[src/rtl/seg7_pkg.sv]
// seg7_pkg
// Shared definitions for the seven-segment encode/decode path.
// Segment patterns are 7 bits ordered {g,f,e,d,c,b,a} and active-high.
// Contents: pattern constants SEG_0..SEG_9 and SEG_BLANK, the scan
// tracker state type, and a helper that maps a digit to its pattern.
package seg7_pkg;

  localparam logic [6:0] SEG_0     = 7'h3F;
  localparam logic [6:0] SEG_1     = 7'h06;
  localparam logic [6:0] SEG_2     = 7'h5B;
  localparam logic [6:0] SEG_3     = 7'h4F;
  localparam logic [6:0] SEG_4     = 7'h66;
  localparam logic [6:0] SEG_5     = 7'h6D;
  localparam logic [6:0] SEG_6     = 7'h7D;
  localparam logic [6:0] SEG_7     = 7'h07;
  localparam logic [6:0] SEG_8     = 7'h7F;
  localparam logic [6:0] SEG_9     = 7'h6F;
  localparam logic [6:0] SEG_BLANK = 7'h00;

  typedef enum logic [1:0] {
    IDLE  = 2'd0,
    TRACK = 2'd1,
    HOLD  = 2'd2
  } state_t;

  // Encoder-side mapping; digits above 9 give a blank display.
  function automatic logic [6:0] seg7_encode(input logic [3:0] digit);
    logic [6:0] pat;
    case (digit)
      4'd0:    pat = SEG_0;
      4'd1:    pat = SEG_1;
      4'd2:    pat = SEG_2;
      4'd3:    pat = SEG_3;
      4'd4:    pat = SEG_4;
      4'd5:    pat = SEG_5;
      4'd6:    pat = SEG_6;
      4'd7:    pat = SEG_7;
      4'd8:    pat = SEG_8;
      4'd9:    pat = SEG_9;
      default: pat = SEG_BLANK;
    endcase
    return pat;
  endfunction

endpackage

[src/rtl/seg7_pattern_decode.sv]
// seg7_pattern_decode
// Combinational inverse of the seven-segment encoder.
// Ports:
//   i_seg   [6:0]  segment pattern {g,f,e,d,c,b,a}
//   o_bcd   [3:0]  decoded digit, 0 when the pattern is illegal
//   o_legal        pattern is one of the ten digit codes
module seg7_pattern_decode
  import seg7_pkg::*;
(
  input  logic [6:0] i_seg,
  output logic [3:0] o_bcd,
  output logic       o_legal
);

  always_comb begin
    o_bcd   = 4'd0;
    o_legal = 1'b1;
    case (i_seg)
      SEG_0:   o_bcd = 4'd0;
      SEG_1:   o_bcd = 4'd1;
      SEG_2:   o_bcd = 4'd2;
      SEG_3:   o_bcd = 4'd3;
      SEG_4:   o_bcd = 4'd4;
      SEG_5:   o_bcd = 4'd5;
      SEG_6:   o_bcd = 4'd6;
      SEG_7:   o_bcd = 4'd7;
      SEG_8:   o_bcd = 4'd8;
      SEG_9:   o_bcd = 4'd9;
      default: o_legal = 1'b0;
    endcase
  end

endmodule

[src/rtl/seg7_scan_decoder.sv]
// seg7_scan_decoder
// Watches a multiplexed seven-segment bus and rebuilds the displayed digits
// as BCD. A digit is committed once its (select, pattern) pair has been seen
// unchanged on STABLE_CNT consecutive clock edges.
//
// state | meaning
// ------+-------------------------------------------------------------
// IDLE  | select not one-hot; nothing is being tracked
// TRACK | one-hot select, counting identical samples toward a commit
// HOLD  | current pair already committed; wait for it to change
//
// Ports:
//   i_clock            system clock, rising edge
//   i_reset            synchronous active-high reset
//   i_seg_in  [7:0]    segment bus, [6:0] = g..a, bit 7 ignored
//   i_dig_sel [NDIG]   one-hot digit select
//   o_bcd_out [4*NDIG] decoded digits, digit k at [4k+3:4k]
//   o_valid   [NDIG]   digit k holds a committed legal pattern
//   o_err     [NDIG]   last commit for digit k was illegal
//   o_upd              one-cycle pulse on every commit
module seg7_scan_decoder
  import seg7_pkg::*;
#(
  parameter int NDIG       = 4,
  parameter int STABLE_CNT = 4
) (
  input  logic                i_clock,
  input  logic                i_reset,
  input  logic [7:0]          i_seg_in,
  input  logic [NDIG-1:0]     i_dig_sel,
  output logic [4*NDIG-1:0]   o_bcd_out,
  output logic [NDIG-1:0]     o_valid,
  output logic [NDIG-1:0]     o_err,
  output logic                o_upd
);

  localparam int              CW       = $clog2(STABLE_CNT) + 1;
  localparam logic [CW-1:0]   CNT_ONE  = CW'(1);
  localparam logic [CW-1:0]   CNT_LAST = CW'(STABLE_CNT - 1);

  state_t                 r_state;
  logic [CW-1:0]          r_cnt;
  logic [NDIG-1:0]        r_prev_sel;
  logic [6:0]             r_prev_seg;
  logic [NDIG-1:0][3:0]   r_bcd;
  logic [NDIG-1:0]        r_valid;
  logic [NDIG-1:0]        r_err;
  logic                   r_upd;

  logic                   w_seen;
  logic                   w_multi;
  logic                   w_onehot;
  logic                   w_match;
  logic [3:0]             w_bcd;
  logic                   w_legal;
  logic                   w_unused_seg_bit7;

  // The decimal point carries no digit information.
  assign w_unused_seg_bit7 = i_seg_in[7];

  always_comb begin
    w_seen  = 1'b0;
    w_multi = 1'b0;
    for (int i = 0; i < NDIG; i++) begin
      if (i_dig_sel[i]) begin
        if (w_seen) w_multi = 1'b1;
        w_seen = 1'b1;
      end
    end
    w_onehot = w_seen & ~w_multi;
  end

  assign w_match = (i_dig_sel == r_prev_sel) && (i_seg_in[6:0] == r_prev_seg);

  // On a commit edge the inputs match the stored pair, so decoding the
  // registered pattern gives the same answer as decoding the live bus.
  seg7_pattern_decode u_decode (
    .i_seg   (r_prev_seg),
    .o_bcd   (w_bcd),
    .o_legal (w_legal)
  );

  always_ff @(posedge i_clock) begin
    if (i_reset) begin
      r_state    <= IDLE;
      r_cnt      <= '0;
      r_prev_sel <= '0;
      r_prev_seg <= '0;
      r_bcd      <= '0;
      r_valid    <= '0;
      r_err      <= '0;
      r_upd      <= 1'b0;
    end else begin
      r_upd <= 1'b0;
      if (!w_onehot) begin
        r_state    <= IDLE;
        r_cnt      <= '0;
        r_prev_sel <= i_dig_sel;
        r_prev_seg <= i_seg_in[6:0];
      end else begin
        case (r_state)
          IDLE: begin
            r_state    <= TRACK;
            r_cnt      <= CNT_ONE;
            r_prev_sel <= i_dig_sel;
            r_prev_seg <= i_seg_in[6:0];
          end
          TRACK: begin
            if (!w_match) begin
              r_cnt      <= CNT_ONE;
              r_prev_sel <= i_dig_sel;
              r_prev_seg <= i_seg_in[6:0];
            end else if (r_cnt == CNT_LAST) begin
              r_state <= HOLD;
              r_upd   <= 1'b1;
              for (int k = 0; k < NDIG; k++) begin
                if (r_prev_sel[k]) begin
                  if (w_legal) begin
                    r_bcd[k]   <= w_bcd;
                    r_valid[k] <= 1'b1;
                    r_err[k]   <= 1'b0;
                  end else begin
                    r_valid[k] <= 1'b0;
                    r_err[k]   <= 1'b1;
                  end
                end
              end
            end else begin
              r_cnt <= r_cnt + CNT_ONE;
            end
          end
          HOLD: begin
            if (!w_match) begin
              r_state    <= TRACK;
              r_cnt      <= CNT_ONE;
              r_prev_sel <= i_dig_sel;
              r_prev_seg <= i_seg_in[6:0];
            end
          end
          default: begin
            r_state <= IDLE;
            r_cnt   <= '0;
          end
        endcase
      end
    end
  end

  assign o_bcd_out = r_bcd;
  assign o_valid   = r_valid;
  assign o_err     = r_err;
  assign o_upd     = r_upd;

endmodule

[config.mk]
export PLATFORM = sky130hd
export DESIGN_NAME = seg7_scan_decoder
export DESIGN_NICKNAME = d
export VERILOG_FILES = /design/src/rtl/seg7_pkg.sv /design/src/rtl/seg7_pattern_decode.sv /design/src/rtl/seg7_scan_decoder.sv
export SDC_FILE = /design/constraint.sdc
export NUM_CORES = 1
export LEC_CHECK = 0
export ABC_AREA = 1
export BUFFER_PORTS_ARGS = -buffer_cell sky130_fd_sc_hd__buf_2
export CAP_MARGIN = 25
export CORE_MARGIN = 4
export CORE_UTILIZATION = 55
export DETAILED_ROUTE_END_ITERATION = 7
export PLACE_DENSITY = 0.78
export SLEW_MARGIN = 20
export SYNTH_ARGS = -nofsm -noshare
export SYNTH_HDL_FRONTEND = slang
export SYNTH_HIERARCHICAL = 1
export SYNTH_SLANG_ARGS = --single-unit
[constraint.sdc]
create_clock -name i_clock -period 2.35 [get_ports i_clock]
set_input_delay 0.1175 -clock i_clock [delete_from_list [all_inputs] [get_ports i_clock]]
set_output_delay 0.1175 -clock i_clock [all_outputs]
set_load 0.03 [all_outputs]
# --- Yosys cells after proc, flatten, opt, wreduce, memory -nomap -nowiden ---
# Index checks and enable logic that the tools add are counted.
op_classes:
  n_addsub: 1
  n_eq_ne: 21
  muxes: 29
  n_bitwise: 5
  n_reduce_logical: 17
op_table:
  columns: ["cell", "count"]
  rows:
  - ["equality test 7 bit, second input constant", 7]
  - ["one-hot mux 4 bit (9 select lines)", 1]
  - ["AND reduction 6 bit", 4]
  - ["AND reduction 5 bit", 4]
  - ["equality test 7 x 3 -> 1 bit, second input constant", 2]
  - ["two-way mux 1 bit", 14]
  - ["two-way mux 7 bit", 2]
  - ["one-hot mux 7 bit (2 select lines)", 1]
  - ["OR reduction 10 bit", 1]
  - ["two-way mux 3 bit", 3]
  - ["one-hot mux 3 bit (3 select lines)", 1]
  - ["two-way mux 4 bit", 2]
  - ["one-hot mux 4 bit (2 select lines)", 1]
  - ["equality test 7 x 6 -> 1 bit, second input constant", 1]
  - ["equality test 7 bit", 1]
  - ["two-way mux 2 bit", 3]
  - ["inequality test 2 bit, second input constant", 3]
  - ["inequality test 3 bit, second input constant", 2]
  - ["one-hot mux 2 bit (3 select lines)", 1]
  - ["equality test 4 bit", 1]
  - ["inverter 1 bit", 4]
  - ["AND reduction 2 bit", 2]
  - ["OR reduction 2 bit", 2]
  - ["OR reduction 4 bit", 1]
  - ["9 further kinds", 9]
word_totals:
  register_bits: 41
  input_bits: 14
  output_inout_bits: 25
  elab_cells: 90

# --- Logic depth before layout (Yosys ltp) ---
# Gate-level depths: netlist of the first run.
logic_depth:
  depth_word: 11
  mapped_depth: 13
  ltp_nobuf: 12

# --- Cells and area by module ---
# Netlist of the first run, hierarchy kept.
by_module_without_submodules:
  columns: ["module", "instances", "cells_each", "area_per_inst_um2", "seq_area_each_um2"]
  rows:
  - ["seg7_scan_decoder", 1, 320, 2144.6, 820.8]
  - ["seg7_pattern_decode", 1, 52, 227.7, 0.0]

# --- Least setup slack after synthesis of the first run ---
# OpenSTA, ideal clock, no wires.
synth_timing:
  path_kind: "flip-flop to flip-flop"
  startpoint: "register r_prev_seg[0]"
  endpoint: "register r_bcd, in the netlist o_bcd_out[4]"
  setup_ns: 0.064
  arrival_time_ns: 1.625
  required_time_ns: 2.286
  path_slack_ns: 0.661
  stages_incl_launch_ff: 12
  path_buffers: 1
  period_less_slack_ns: 1.689
  cell_sequence: "dfxtp_1 > nand2_2 > nor2_2 > inv_2 > nor2_4 > nor2_1 > nand3_1 > buf_1 > nand3_1 > nand2_1 > nand2_1 > nor2_1"
synth_between:
  elab_chain_cells: 4
  word_cells_on_any_way: 16
  classes_between: "eq/ne: 11; mux: 2; reduce/logical: 3"
synth_rtl:
  columns: ["item", "line", "rtl"]
  rows:
  - ["from (decl)", "seg7_scan_decoder.sv:44", "logic [6:0] r_prev_seg;"]
  - ["from (signal assigned)", "seg7_scan_decoder.sv:99", "r_prev_seg <= i_seg_in[6:0];"]
  - ["from (signal assigned)", "seg7_scan_decoder.sv:106", "r_prev_seg <= i_seg_in[6:0];"]
  - ["from (signal assigned)", "seg7_scan_decoder.sv:112", "r_prev_seg <= i_seg_in[6:0];"]
  - ["equality test 7 x 6 -> 1 bit, or another cell as far along", "seg7_pattern_decode.sv:18", "case (i_seg)"]
  - ["OR reduction 10 bit (no source line) *", null, null]
  - ["two-way mux 1 bit *", "seg7_pattern_decode.sv:18", null]
  - ["via w_legal", "seg7_scan_decoder.sv:55", "logic w_legal;"]
  - ["AND reduction 6 bit (no source line) *", null, null]
  - ["to (signal, indexed assignment)", "seg7_scan_decoder.sv:119", "r_bcd[k] <= w_bcd;"]
  - ["to (decl)", "seg7_scan_decoder.sv:45", "logic [NDIG-1:0][3:0] r_bcd;"]
# The timed path passes the listed nets; every way through them passes the cells marked *.
# A chain may end at the register's enable or synchronous reset.

# --- Final worst setup path of the first run ---
layout_timing:
  startpoint: "register r_prev_seg[0]"
  endpoint: "register r_prev_seg[6]"
layout_between:
  elab_chain_cells: 4
layout_rtl:
  columns: ["item", "line", "rtl"]
  rows:
  - ["equality test 7 bit", "seg7_scan_decoder.sv:73", "assign w_match = (i_dig_sel == r_prev_sel) && (i_seg_in[6:0] == r_prev_seg);"]
  - ["logical AND 1 bit", "seg7_scan_decoder.sv:73", null]
  - ["inequality test 3 bit (no source line)", null, null]
  - ["AND reduction 2 bit (no source line)", null, null]
# No other way between the ends.

==> results of run 1 <==
worst max-delay path: stages, from the launching register on:
cell,delay [ps]
sky130_fd_sc_hd__dfxtp_1,470
sky130_fd_sc_hd__inv_1,70
sky130_fd_sc_hd__nand2_1,60
sky130_fd_sc_hd__nand2_1,50
sky130_fd_sc_hd__nor2_1,90
sky130_fd_sc_hd__nand2_1,80
sky130_fd_sc_hd__nor2_4,150
sky130_fd_sc_hd__nand2_2,90
sky130_fd_sc_hd__inv_2,80
sky130_fd_sc_hd__nand3_2,380
sky130_fd_sc_hd__a21oi_1,270
sky130_fd_sc_hd__nor2_1,70
metal layers:
metal	vias to the layer above	wire [um]	GRT usage
met5	-	0	0
met4	0	82	0.0885
met2	41	2390	0.344
met1	982	2390	0.266
li1	1196	-	-
met3	7	190	0.0424
stage by stage:
step | total power, W | instances
global placement | 0.000889 | 452
global route | 0.00161 | 460
detailed placement | 0.000894 | 452
floorplan | 0.000855 | 372
CTS | 0.00157 | 460
finish | 0.00156 | 460
cell type report:
class	count	area, um^2
tap	50	62.6
fill	379	1380
inverter	61	234
multi-input combinational	262	1260
clock buffer	5	68.8
sequential	41	821
timing repair buffer	38	193
clock inverter	3	65.1
worst paths after layout:
path / end / slack (ps) / depth (start not counted)
setup / recovery: r_prev_seg[6]$_SDFFE_PP0P_ / 360 / 11
hold / removal: o_valid[1]$_SDFFE_PP0P_ / 40 / 2
setup reg to reg: r_prev_seg[6]$_SDFFE_PP0P_ / 360 / 11
hold reg to reg: o_err[2]$_SDFFE_PP0P_ / 450 / 2
registers in the layout (all words and copies together), names as in the netlist:
register	cells
o_upd	1
r_cnt	3
r_prev_seg	7
r_state	2
o_valid	4
o_err	4
r_prev_sel	4
o_bcd_out	16
kinds of logic (layout without fill, tap and decap cells):
kind of cell,count (synthesis),after routing
AND/OR/NAND/NOR,226,226
buffers and inverters,69,107
flip-flops,41,41
AO/OA/AOI/OAI,27,27
adder cells (fa/ha/maj),6,6
XOR/XNOR,3,3
power groups by stage:
stage               Sequential, W  Clock (W)  Combinational (W)
CTS                      0.000731   0.000688           0.000148
global placement         0.000747          0           0.000142
detailed placement       0.000747          0           0.000146
finish                   0.000731   0.000680           0.000147
global route             0.000735   0.000710           0.000170
floorplan                0.000742          0           0.000113
cell usage after synthesis (3+ instances only):
| cell | count |
|---|---|
| sky130_fd_sc_hd__nor2_1 | 72 |
| sky130_fd_sc_hd__nand3_4 | 3 |
| sky130_fd_sc_hd__ha_1 | 6 |
| sky130_fd_sc_hd__inv_2 | 7 |
| sky130_fd_sc_hd__xnor2_1 | 3 |
| sky130_fd_sc_hd__nor3_1 | 3 |
| sky130_fd_sc_hd__nand2_2 | 6 |
| sky130_fd_sc_hd__a21oi_1 | 22 |
| sky130_fd_sc_hd__nand3_2 | 9 |
| sky130_fd_sc_hd__inv_1 | 53 |
| sky130_fd_sc_hd__nor2_2 | 3 |
| sky130_fd_sc_hd__buf_2 | 3 |
| sky130_fd_sc_hd__nand2_1 | 108 |
| sky130_fd_sc_hd__nand3_1 | 17 |
| sky130_fd_sc_hd__dfxtp_1 | 41 |
==> metrics.cfg, run 1 <==
[timing]
min_period_over_period=0.845
finalHoldViolCount=0
finClkSkew_ps=5.66
final-setup-viol-count=0
final-max-slew-violation-count=0
slew_headroom=0.656
rsz_0062_raised_after_global_routing=no
finalCriticalPeriod_ps=1990
finalSetupTns_ps=0
final.setup.worst_slack_ps=365
max_slew.worst_pin.slew_ps=515
fmaxAchievable_mhz=504
fin_hold_ws_ps=43.5

[global_routing]
grt_overflow=0
number_of_global_route_vias_before_repair=2118
grt_start_max_net_pins=23
grt.total_usage=0.210
grt_pass1_wl_um=8980
grt_antenna_before_repair=0

[floorplanning]
die_width_um=73.7
die_height_um=73.7
ios=39
floorplan.rows=23
core_area_um2=4090
fp.dieArea_um2=5430
initial_utilization=0.581

[detailed_routing]
detail_route.wl_per_cell_um=11.0
routed_wirelength_um=5050
drt_iter0_markers=100
vias_per_cell=4.84
vias=2226
antenna_violating_nets_post_route=0
drc_violation_count_after_routing=0
first_pass_iters=4

[critical_path]
crit_path_start_kind=register
worst_setup_path_category=register to register
critical_path.reg2reg.startpoint=r_prev_seg[0]$_SDFFE_PP0P_
cp_max_fo=22
crit_arrival_ps=2180
worst_setup_path_end_kind=register
timing.critical_path.from=r_prev_seg[0]$_SDFFE_PP0P_
timing.critical_path.required_ps=2550

[synthesis]
synth.ff_latch_count=41
synthSimpleGateAreaFrac=0.430
post_synth_fa_ha_maj_area_fraction=0.0316
synth-seq-area-share=0.346
syn_avg_cell_area_um2=6.38
synth_mux_area_frac=0
synth_fp_nets=392
synthFlopType=sky130_fd_sc_hd__dfxtp_1
synthDistinctLibCells=28
yosys.area.top_type_share=0.346
yosysWarnings=6
synth_enable_flop_cells=0
synth_async_sr_flop_share=0
synth_top_family_by_area=simple AND/OR/NAND/NOR gates
netlist_top_cells_area=sky130_fd_sc_hd__dfxtp_1 35%, sky130_fd_sc_hd__nand2_1 17%, sky130_fd_sc_hd__nor2_1 11%, sky130_fd_sc_hd__inv_1 8.4%, sky130_fd_sc_hd__a21oi_1 4.6%
share_of_the_synthesized_area_in_compound_gates_ao_oa_aoi_oai=0.0601
post_synth_xor_area_fraction=0.0111
post-synth-top-area-cell=sky130_fd_sc_hd__dfxtp_1
post_synth_design_cell_area_um2=2370
synthesis.instances=372

[pwr]
p_sw_w=0.000372
sw_frac_of_total=0.239
power.leakage_nw=1.48
power-per-cell-area_nw_per_um2=575
internal_power_w=0.00119
vdd.ir_drop.worst_mv=0.491
p_comb_frac=0.094
seq_power_share=0.469
power.share.clock=0.436

[clock_tree]
postCtsHoldBufs=0
clock_tree.buffer_depth=2
cts_tree=done
cts.root.buffer_cell=sky130_fd_sc_hd__clkbuf_8
clk-insertion-delay-late_ps=300
clock_sink_count=41
cts.clk_slew.worst_paths_ps=80
cts_buffers=5
post_cts.repair.setup_buffers=0
cts_repair_resize_count=0
htree_num_levels=2

[finish]
mostFrequentLayoutCell=sky130_fd_sc_hd__nand2_1
layout.nets=429
antenna_cells_inserted=0
commonest_cells_after_routing_fill_and_taps_aside=108 x sky130_fd_sc_hd__nand2_1, 72 x sky130_fd_sc_hd__nor2_1, 53 x sky130_fd_sc_hd__inv_1
layout.core_utilization=0.663
drive_above_1_share=0.193
finalInstanceArea_um2=2710
area_growth_syn_to_layout_pct=14.2

[placement]
placedInstanceArea_um2=2570
place_ws_ps=381
post-dp-hpwl_um=3700
gp_routability_congestion=0.845
portBuffers=37

[min_path]
worstHoldPathType=input port to register
worst_hold_startpoint=i_reset

[run_status]
status=finished, final reports clean

[job]
maxCapViolCount=0

Note: power is estimated with default switching activity, not from simulation.
==> run 2, diff against run 1 <==
--- a/config.mk
+++ b/config.mk
@@ -5,13 +5,13 @@
 export SDC_FILE = /design/constraint.sdc
 export NUM_CORES = 1
 export LEC_CHECK = 0
-export ABC_AREA = 1
+export ABC_AREA = 0
 export BUFFER_PORTS_ARGS = -buffer_cell sky130_fd_sc_hd__buf_2
 export CAP_MARGIN = 25
 export CORE_MARGIN = 4
-export CORE_UTILIZATION = 55
+export CORE_UTILIZATION = 51
 export DETAILED_ROUTE_END_ITERATION = 7
-export PLACE_DENSITY = 0.78
+export PLACE_DENSITY = 0.76
 export SLEW_MARGIN = 20
 export SYNTH_ARGS = -nofsm -noshare
 export SYNTH_HDL_FRONTEND = slang
==> constraint.sdc (replaced) <==
create_clock -name i_clock -period 1.7 [get_ports i_clock]
set_input_delay 0.085 -clock i_clock [delete_from_list [all_inputs] [get_ports i_clock]]
set_output_delay 0.085 -clock i_clock [all_outputs]
set_load 0.03 [all_outputs]
==> metrics.cfg, run 2 <==
[run_status]
status=complete, but fails checks
violations=negative setup slack

[pwr]
vdd.ir_drop.worst_mv=0.487  ; -0.67%
power.leakage_nw=1.45  ; -1.9%
power-per-cell-area_nw_per_um2=706  ; +23%

[floorplanning]
floorplan.rows=25  ; +8.7%
initial_utilization=0.524  ; -0.0568
die_height_um=77.6  ; +5.4%
die_width_um=77.6  ; +5.4%
ios=39  ; unchanged
fp.dieArea_um2=6030  ; +11%
core_area_um2=4720  ; +16%

[synthesis]
post_synth_fa_ha_maj_area_fraction=0.0303  ; -0.00130
yosysWarnings=6  ; unchanged
post-synth-top-area-cell=sky130_fd_sc_hd__dfxtp_1
share_of_the_synthesized_area_in_compound_gates_ao_oa_aoi_oai=0.124  ; +0.0638
synth_mux_area_frac=0.0971  ; +0.0971
synth_fp_nets=317  ; -19%
yosysMostFrequentCell=sky130_fd_sc_hd__nand2_1
yosys.area.top_type_share=0.332  ; -0.0142
synthesis.instances=297  ; -20%
synthSimpleGateAreaFrac=0.306  ; -0.124
netlist_top_cells_area=sky130_fd_sc_hd__dfxtp_1 33%, sky130_fd_sc_hd__mux2i_1 9.7%, sky130_fd_sc_hd__nand2_1 8.0%, sky130_fd_sc_hd__nand4_1 4.3%, sky130_fd_sc_hd__xnor2_1 3.9%
post_synth_xor_area_fraction=0.0491  ; +0.0380
synth.ff_latch_count=41  ; unchanged
synthDistinctLibCells=55  ; +96%
post_synth_design_cell_area_um2=2470  ; +4.3%
synth_enable_flop_cells=0  ; unchanged
synth-seq-area-share=0.332  ; -0.0142
synthFlopType=sky130_fd_sc_hd__dfxtp_1
syn_avg_cell_area_um2=8.33  ; +31%
synth_async_sr_flop_share=0  ; unchanged
synth_top_family_by_area=simple AND/OR/NAND/NOR gates
post_synth_most_frequent_cells=53 x sky130_fd_sc_hd__nand2_1, 41 x sky130_fd_sc_hd__dfxtp_1, 24 x sky130_fd_sc_hd__mux2i_1

[critical_path]
cpLargestDelayFamily=simple AND/OR/NAND/NOR gates
worst_setup_path_category=register to register
crit_arrival_ps=2100  ; -80 ps
crit_path_start_kind=register
timing.critical_path.required_ps=1920  ; -630 ps
cpMaxStageDelayCell=sky130_fd_sc_hd__or4b_1
critPathMaxStageDelay_ps=530  ; +60 ps
cp_max_fo=5  ; -77%
critPathBufInv=0  ; -2
worst_setup_path_end_kind=register
timing.critical_path.cells=or4b_1 > a21oi_2 > or3_4 > nand3_4 > nor3_4 > mux2i_1

[timing]
final-setup-viol-count=32  ; +32
finClkSkew_ps=10.3  ; +4.66 ps
slew_headroom=0.761  ; +0.105
fmaxAchievable_mhz=533  ; +5.8%
final-max-slew-violation-count=0  ; unchanged
finalHoldViolCount=0  ; unchanged
final.setup.worst_slack_ps=-176  ; -541 ps
finalCriticalPeriod_ps=1880  ; -109 ps
rsz_0062_raised_after_global_routing=yes
min_period_over_period=1.10  ; +0.259
max_slew.worst_pin.slew_ps=358  ; -157 ps

[placement]
gp_routability_congestion=0.867  ; +2.6%
dpl.cell_count=420  ; -7.1%
placedInstanceArea_um2=3010  ; +17%
portBuffers=37  ; unchanged
post-dp-hpwl_um=4620  ; +25%
place_ws_ps=-234  ; -615 ps

[detailed_routing]
detail_route.wl_per_cell_um=16.4  ; +49%
drc_violation_count_after_routing=0  ; unchanged
vias=2596  ; +17%
first_pass_iters=4  ; unchanged
drt_iter0_markers=162  ; +62%
routed_wirelength_um=7210  ; +43%
vias_per_cell=5.91  ; +22%
antenna_violating_nets_post_route=0  ; unchanged

[global_routing]
grt_start_max_net_pins=30  ; +30%
grt_antenna_before_repair=0  ; unchanged
grt.total_usage=0.231  ; +0.0211
use_met2=0.407  ; +0.0622
groute.layer.met1.usage=0.280  ; +0.0147
grt_pass1_wl_um=11300  ; +25%
grt_most_used_layer=met2
grt_overflow=0  ; unchanged
number_of_global_route_vias_before_repair=2390  ; +13%
groute.layer.met3.usage=0.0464  ; +0.00400

[clock_tree]
clk-insertion-delay-late_ps=300  ; about the same
cts.clk_slew.worst_paths_ps=90  ; about the same
cts_tree=done
cts_buffers=5  ; unchanged
cts.root.buffer_cell=sky130_fd_sc_hd__clkbuf_8
clock_sink_count=41  ; unchanged
clock_tree.buffer_depth=2  ; unchanged
htree_num_levels=2  ; unchanged

[finish]
finalInstanceArea_um2=3410  ; +26%
mostFrequentLayoutCell=sky130_fd_sc_hd__nand2_1
layout.nets=391  ; -8.9%
largest_register_ff_count=16  ; unchanged
area_growth_syn_to_layout_pct=38.0
commonest_cells_after_routing_fill_and_taps_aside=53 x sky130_fd_sc_hd__nand2_1, 38 x sky130_fd_sc_hd__buf_4, 37 x sky130_fd_sc_hd__buf_2
antenna_cells_inserted=0  ; unchanged
number_of_fill_cells=353  ; -6.9%
layout.cells.non_filler=439  ; -4.6%
drive_above_1_share=0.390  ; +0.197
layout.core_utilization=0.723  ; +0.0600

[job]
maxCapViolCount=0  ; unchanged

[min_path]
worstHoldPathType=input port to register

[run 2: what timing repair did]
action | 4_1_cts | 5_1_grt
hold buffers | 0 | 0
gates cloned | 2 | 0
setup buffers | 3 | 8
setup endpoints to repair | 36 | 40
pin swaps | 11 | 28
gates resized for setup | 18 | 40
[run 2: stage by stage]
stage               total power (W)  setup TNS [ps]  hold WS, ps
floorplan                   0.00133           -2100          158
CTS                         0.00234           -2800         51.1
finish                      0.00241           -3080         73.6
global route                0.00251           -5640         69.3
detailed placement          0.00151           -3170          368
global placement            0.00150           -1800          367
[run 2: power breakdown]
group          internal (W)  switching (W)  total (W)
Clock              0.000440       0.000362   0.000802
Sequential         0.000997      0.0000401    0.00104
Combinational      0.000270       0.000299   0.000570
[run 2: worst reg2reg max path, delay by kind of cell (launching register included)]
family,cells,cell delay [ps]
AO/OA/AOI/OAI,1,130
flip-flops,1,360
multiplexers,1,260
AND/OR/NAND/NOR,4,1050
[run 2: area by class of cell]
| cell class | instances | area, um^2 | share of cell area |
|---|---|---|---|
| clock buffers | 5 | 68.8 | 0.0202 |
| clock inverters | 3 | 46.3 | 0.0136 |
| inverters | 10 | 37.5 | 0.0110 |
| multi-input cells | 223 | 1670 | 0.490 |
| flip-flops and latches | 41 | 850 | 0.249 |
| well taps | 67 | 83.8 | 0.0246 |
| repair buffers | 90 | 657 | 0.192 |
[run 2: cell families after synthesis]
kind of cell             Yosys count
flip-flops                        41
AND/OR/NAND/NOR                  137
multiplexers                      24
buffers and inverters             33
adder cells (fa/ha/maj)            6
AO/OA/AOI/OAI                     43
XOR/XNOR                          13
[run 2: routing by layer]
| metal | up-vias | routed length [um] |
|---|---|---|
| li1 | 1246 | - |
| met1 | 1259 | 2990 |
| met2 | 83 | 3760 |
| met3 | 8 | 371 |
| met4 | 0 | 83 |
| met5 | - | 0 |
[run 2: final timing paths]
| path | startpoint | to | slack (ps) | depth (start not counted) |
|---|---|---|---|---|
| max | r_prev_seg[4]$_SDFFE_PP0P_ | o_bcd_out[5]$_SDFFE_PP0P_ | -180 | 6 |
| min | i_reset | o_err[0]$_SDFFE_PP0P_ | 70 | 2 |
| max reg2reg | r_prev_seg[4]$_SDFFE_PP0P_ | o_bcd_out[5]$_SDFFE_PP0P_ | -180 | 6 |
| min reg2reg | o_bcd_out[12]$_SDFFE_PP0P_ | o_bcd_out[12]$_SDFFE_PP0P_ | 450 | 2 |
==> run 3, diff against run 2 <==
--- a/config.mk
+++ b/config.mk
@@ -6,7 +6,7 @@
 export NUM_CORES = 1
 export LEC_CHECK = 0
 export ABC_AREA = 0
-export BUFFER_PORTS_ARGS = -buffer_cell sky130_fd_sc_hd__buf_2
+export BUFFER_PORTS_ARGS = -buffer_cell sky130_fd_sc_hd__buf_4
 export CAP_MARGIN = 25
 export CORE_MARGIN = 4
 export CORE_UTILIZATION = 51
==> metrics.cfg, run 3 (synthesis results as in run 2) <==
[run_status]
status=complete, but fails checks
violations=negative setup slack

[finish]
number_of_fill_cells=331  ; -6.2%
layout.nets=400  ; +2.3%
largest_register_ff_count=16  ; unchanged
layout.cells.non_filler=448  ; +2.1%
layout.core_utilization=0.758  ; +0.0347
drive_above_1_share=0.399  ; +0.00917
commonest_cells_after_routing_fill_and_taps_aside=81 x sky130_fd_sc_hd__buf_4, 52 x sky130_fd_sc_hd__nand2_1, 33 x sky130_fd_sc_hd__dfxtp_1
antenna_cells_inserted=0  ; unchanged
mostFrequentLayoutCell=sky130_fd_sc_hd__buf_4
area_growth_syn_to_layout_pct=44.7

[critical_path]
timing.reg2reg.worst_path_depth=7  ; +1
worst_setup_path_end_kind=register
timing.rr.end=o_bcd_out[10]$_SDFFE_PP0P_
cp_max_fo=5  ; unchanged
critical_path.reg2reg.startpoint=r_prev_seg[6]$_SDFFE_PP0P_
worst_setup_path_category=register to register
setup.worst_path.end=o_bcd_out[10]$_SDFFE_PP0P_
rrSetupSlack_ps=-230  ; -50 ps
crit_arrival_ps=2160  ; +60 ps
timing.critical_path.from=r_prev_seg[6]$_SDFFE_PP0P_
timing.critical_path.required_ps=1930  ; about the same
crit_path_start_kind=register

[global_routing]
number_of_global_route_vias_before_repair=2502  ; +4.7%
grt_pass1_wl_um=11700  ; +4.1%
grt_start_max_net_pins=22  ; -27%
grt_overflow=0  ; unchanged
grt_antenna_before_repair=0  ; unchanged
grt.total_usage=0.241  ; +0.0103

[detailed_routing]
routed_wirelength_um=7470  ; +3.6%
antenna_violating_nets_post_route=0  ; unchanged
first_pass_iters=5  ; +1
detail_route.wl_per_cell_um=16.7  ; +1.5%
vias_per_cell=5.92  ; +0.18%
vias=2654  ; +2.2%
drc_violation_count_after_routing=0  ; unchanged
drt_iter0_markers=196  ; +21%

[floorplanning]
fp.dieArea_um2=6030  ; unchanged
die_height_um=77.6  ; unchanged
die_width_um=77.6  ; unchanged
ios=39  ; unchanged
core_area_um2=4720  ; unchanged
initial_utilization=0.524  ; unchanged
floorplan.rows=25  ; unchanged

[timing]
final-max-slew-violation-count=0  ; unchanged
fmaxAchievable_mhz=519  ; -2.7%
finalHoldViolCount=0  ; unchanged
finClkSkew_ps=6.98  ; -3.34 ps
final-setup-viol-count=31  ; -3.1%
slew_headroom=0.733  ; -0.0280
max_slew.worst_pin.slew_ps=398  ; +39.4 ps
finalSetupTns_ps=-3780  ; -694 ps
final.setup.worst_slack_ps=-228  ; -51.3 ps
min_period_over_period=1.13  ; +0.0302
rsz_0062_raised_after_global_routing=yes
finalCriticalPeriod_ps=1930  ; +51.3 ps

[placement]
portBuffers=37  ; unchanged
gp_routability_congestion=0.877  ; +1.2%
post-dp-hpwl_um=4810  ; +4.0%
dpl.cell_count=425  ; +1.2%

[pwr]
power-per-cell-area_nw_per_um2=668  ; -5.4%
total_power_w=0.00239  ; -0.82%
power.leakage_nw=1.49  ; +2.3%
vdd.ir_drop.worst_mv=0.381  ; -22%

[clock_tree]
clock_tree.buffer_depth=2  ; unchanged
htree_num_levels=2  ; unchanged
clock_sink_count=41  ; unchanged
cts_tree=done
cts.root.buffer_cell=sky130_fd_sc_hd__clkbuf_8
clk-insertion-delay-late_ps=300  ; about the same
cts_buffers=5  ; unchanged
cts.clk_slew.worst_paths_ps=90  ; about the same

[job]
maxCapViolCount=0  ; unchanged

[min_path]
worstHoldPathType=input port to register

==> run 3: cell count changes in the layout (fill, tap and decap cells not counted), moves of 2 or more <==
| cell | previous run | this run |
|---|---|---|
| sky130_fd_sc_hd__buf_2 | 37 | 0 |
| sky130_fd_sc_hd__buf_4 | 38 | 81 |
| sky130_fd_sc_hd__buf_6 | 13 | 16 |
| sky130_fd_sc_hd__dfxtp_1 | 30 | 33 |
| sky130_fd_sc_hd__dfxtp_2 | 5 | 3 |
| sky130_fd_sc_hd__o311ai_0 | 0 | 3 |
| sky130_fd_sc_hd__o311ai_2 | 2 | 0 |
| sky130_fd_sc_hd__xnor2_1 | 3 | 7 |
| sky130_fd_sc_hd__xnor2_2 | 9 | 5 |
==> run 3: metrics by stage <==
step	cell area [um^2]	setup slack [ps]	hold WS, ps
6_report	3580	-228	27.8
5_1_grt	3580	-311	19.9
4_1_cts	3450	-190	16.5
3_5_place_dp	3140	-200	327
3_3_place_gp	3140	-120	324
2_1_floorplan	2530	-155	158
==> run 3: layout make-up <==
type	instances	area, um^2	area share
tap	67	83.8	0.0234
clock inverter	2	16.3	0.00455
multi-input combinational	223	1680	0.468
timing repair buffer	99	828	0.231
clock buffer	6	93.8	0.0262
inverter	10	37.5	0.0105
sequential	41	843	0.236
==> run 3: worst min path at each step <==
stage | start | endpoint | slack, ps | cells after the start
6_report | i_reset | o_err[0]$_SDFFE_PP0P_ | 30 | 2
5_1_grt | i_reset | o_err[0]$_SDFFE_PP0P_ | 20 | 2
4_1_cts | i_reset | o_err[0]$_SDFFE_PP0P_ | 20 | 2
3_5_place_dp | i_reset | o_err[0]$_SDFFE_PP0P_ | 330 | 2
3_3_place_gp | i_reset | o_err[0]$_SDFFE_PP0P_ | 320 | 2
2_1_floorplan | i_reset | o_err[0]$_SDFFE_PP0P_ | 160 | 1
==> run 3: report_power, final <==
group / switching [W] / internal, W
clock: 0.000375 / 0.000381
combinational: 0.000308 / 0.000291
sequential: 0.0000388 / 0.000996
==> run 3: repair_timing <==
action,CTS,global route
pin swaps,21,10
setup endpoints to repair,36,41
hold buffers,0,0
cloned,2,0
buffers inserted,10,5
resized for setup,36,26
==> run 3: worst max-delay path: stages (launching register included) <==
cell and delay [ps]:
sky130_fd_sc_hd__dfxtp_4 380, sky130_fd_sc_hd__or3b_4 400, sky130_fd_sc_hd__a311oi_2 230, sky130_fd_sc_hd__or3_4 220, sky130_fd_sc_hd__buf_6 110, sky130_fd_sc_hd__nand3_4 60, sky130_fd_sc_hd__nor3_4 250, sky130_fd_sc_hd__mux2i_1 230
==> run 3: metal layers <==
metal / vias to the layer above / GRT usage / wire length, um
met5: - / 0 / 0
met4: 0 / 0.0783 / 211
met3: 19 / 0.0557 / 382
met2: 88 / 0.432 / 3850
met1: 1283 / 0.280 / 3020
li1: 1264 / - / -
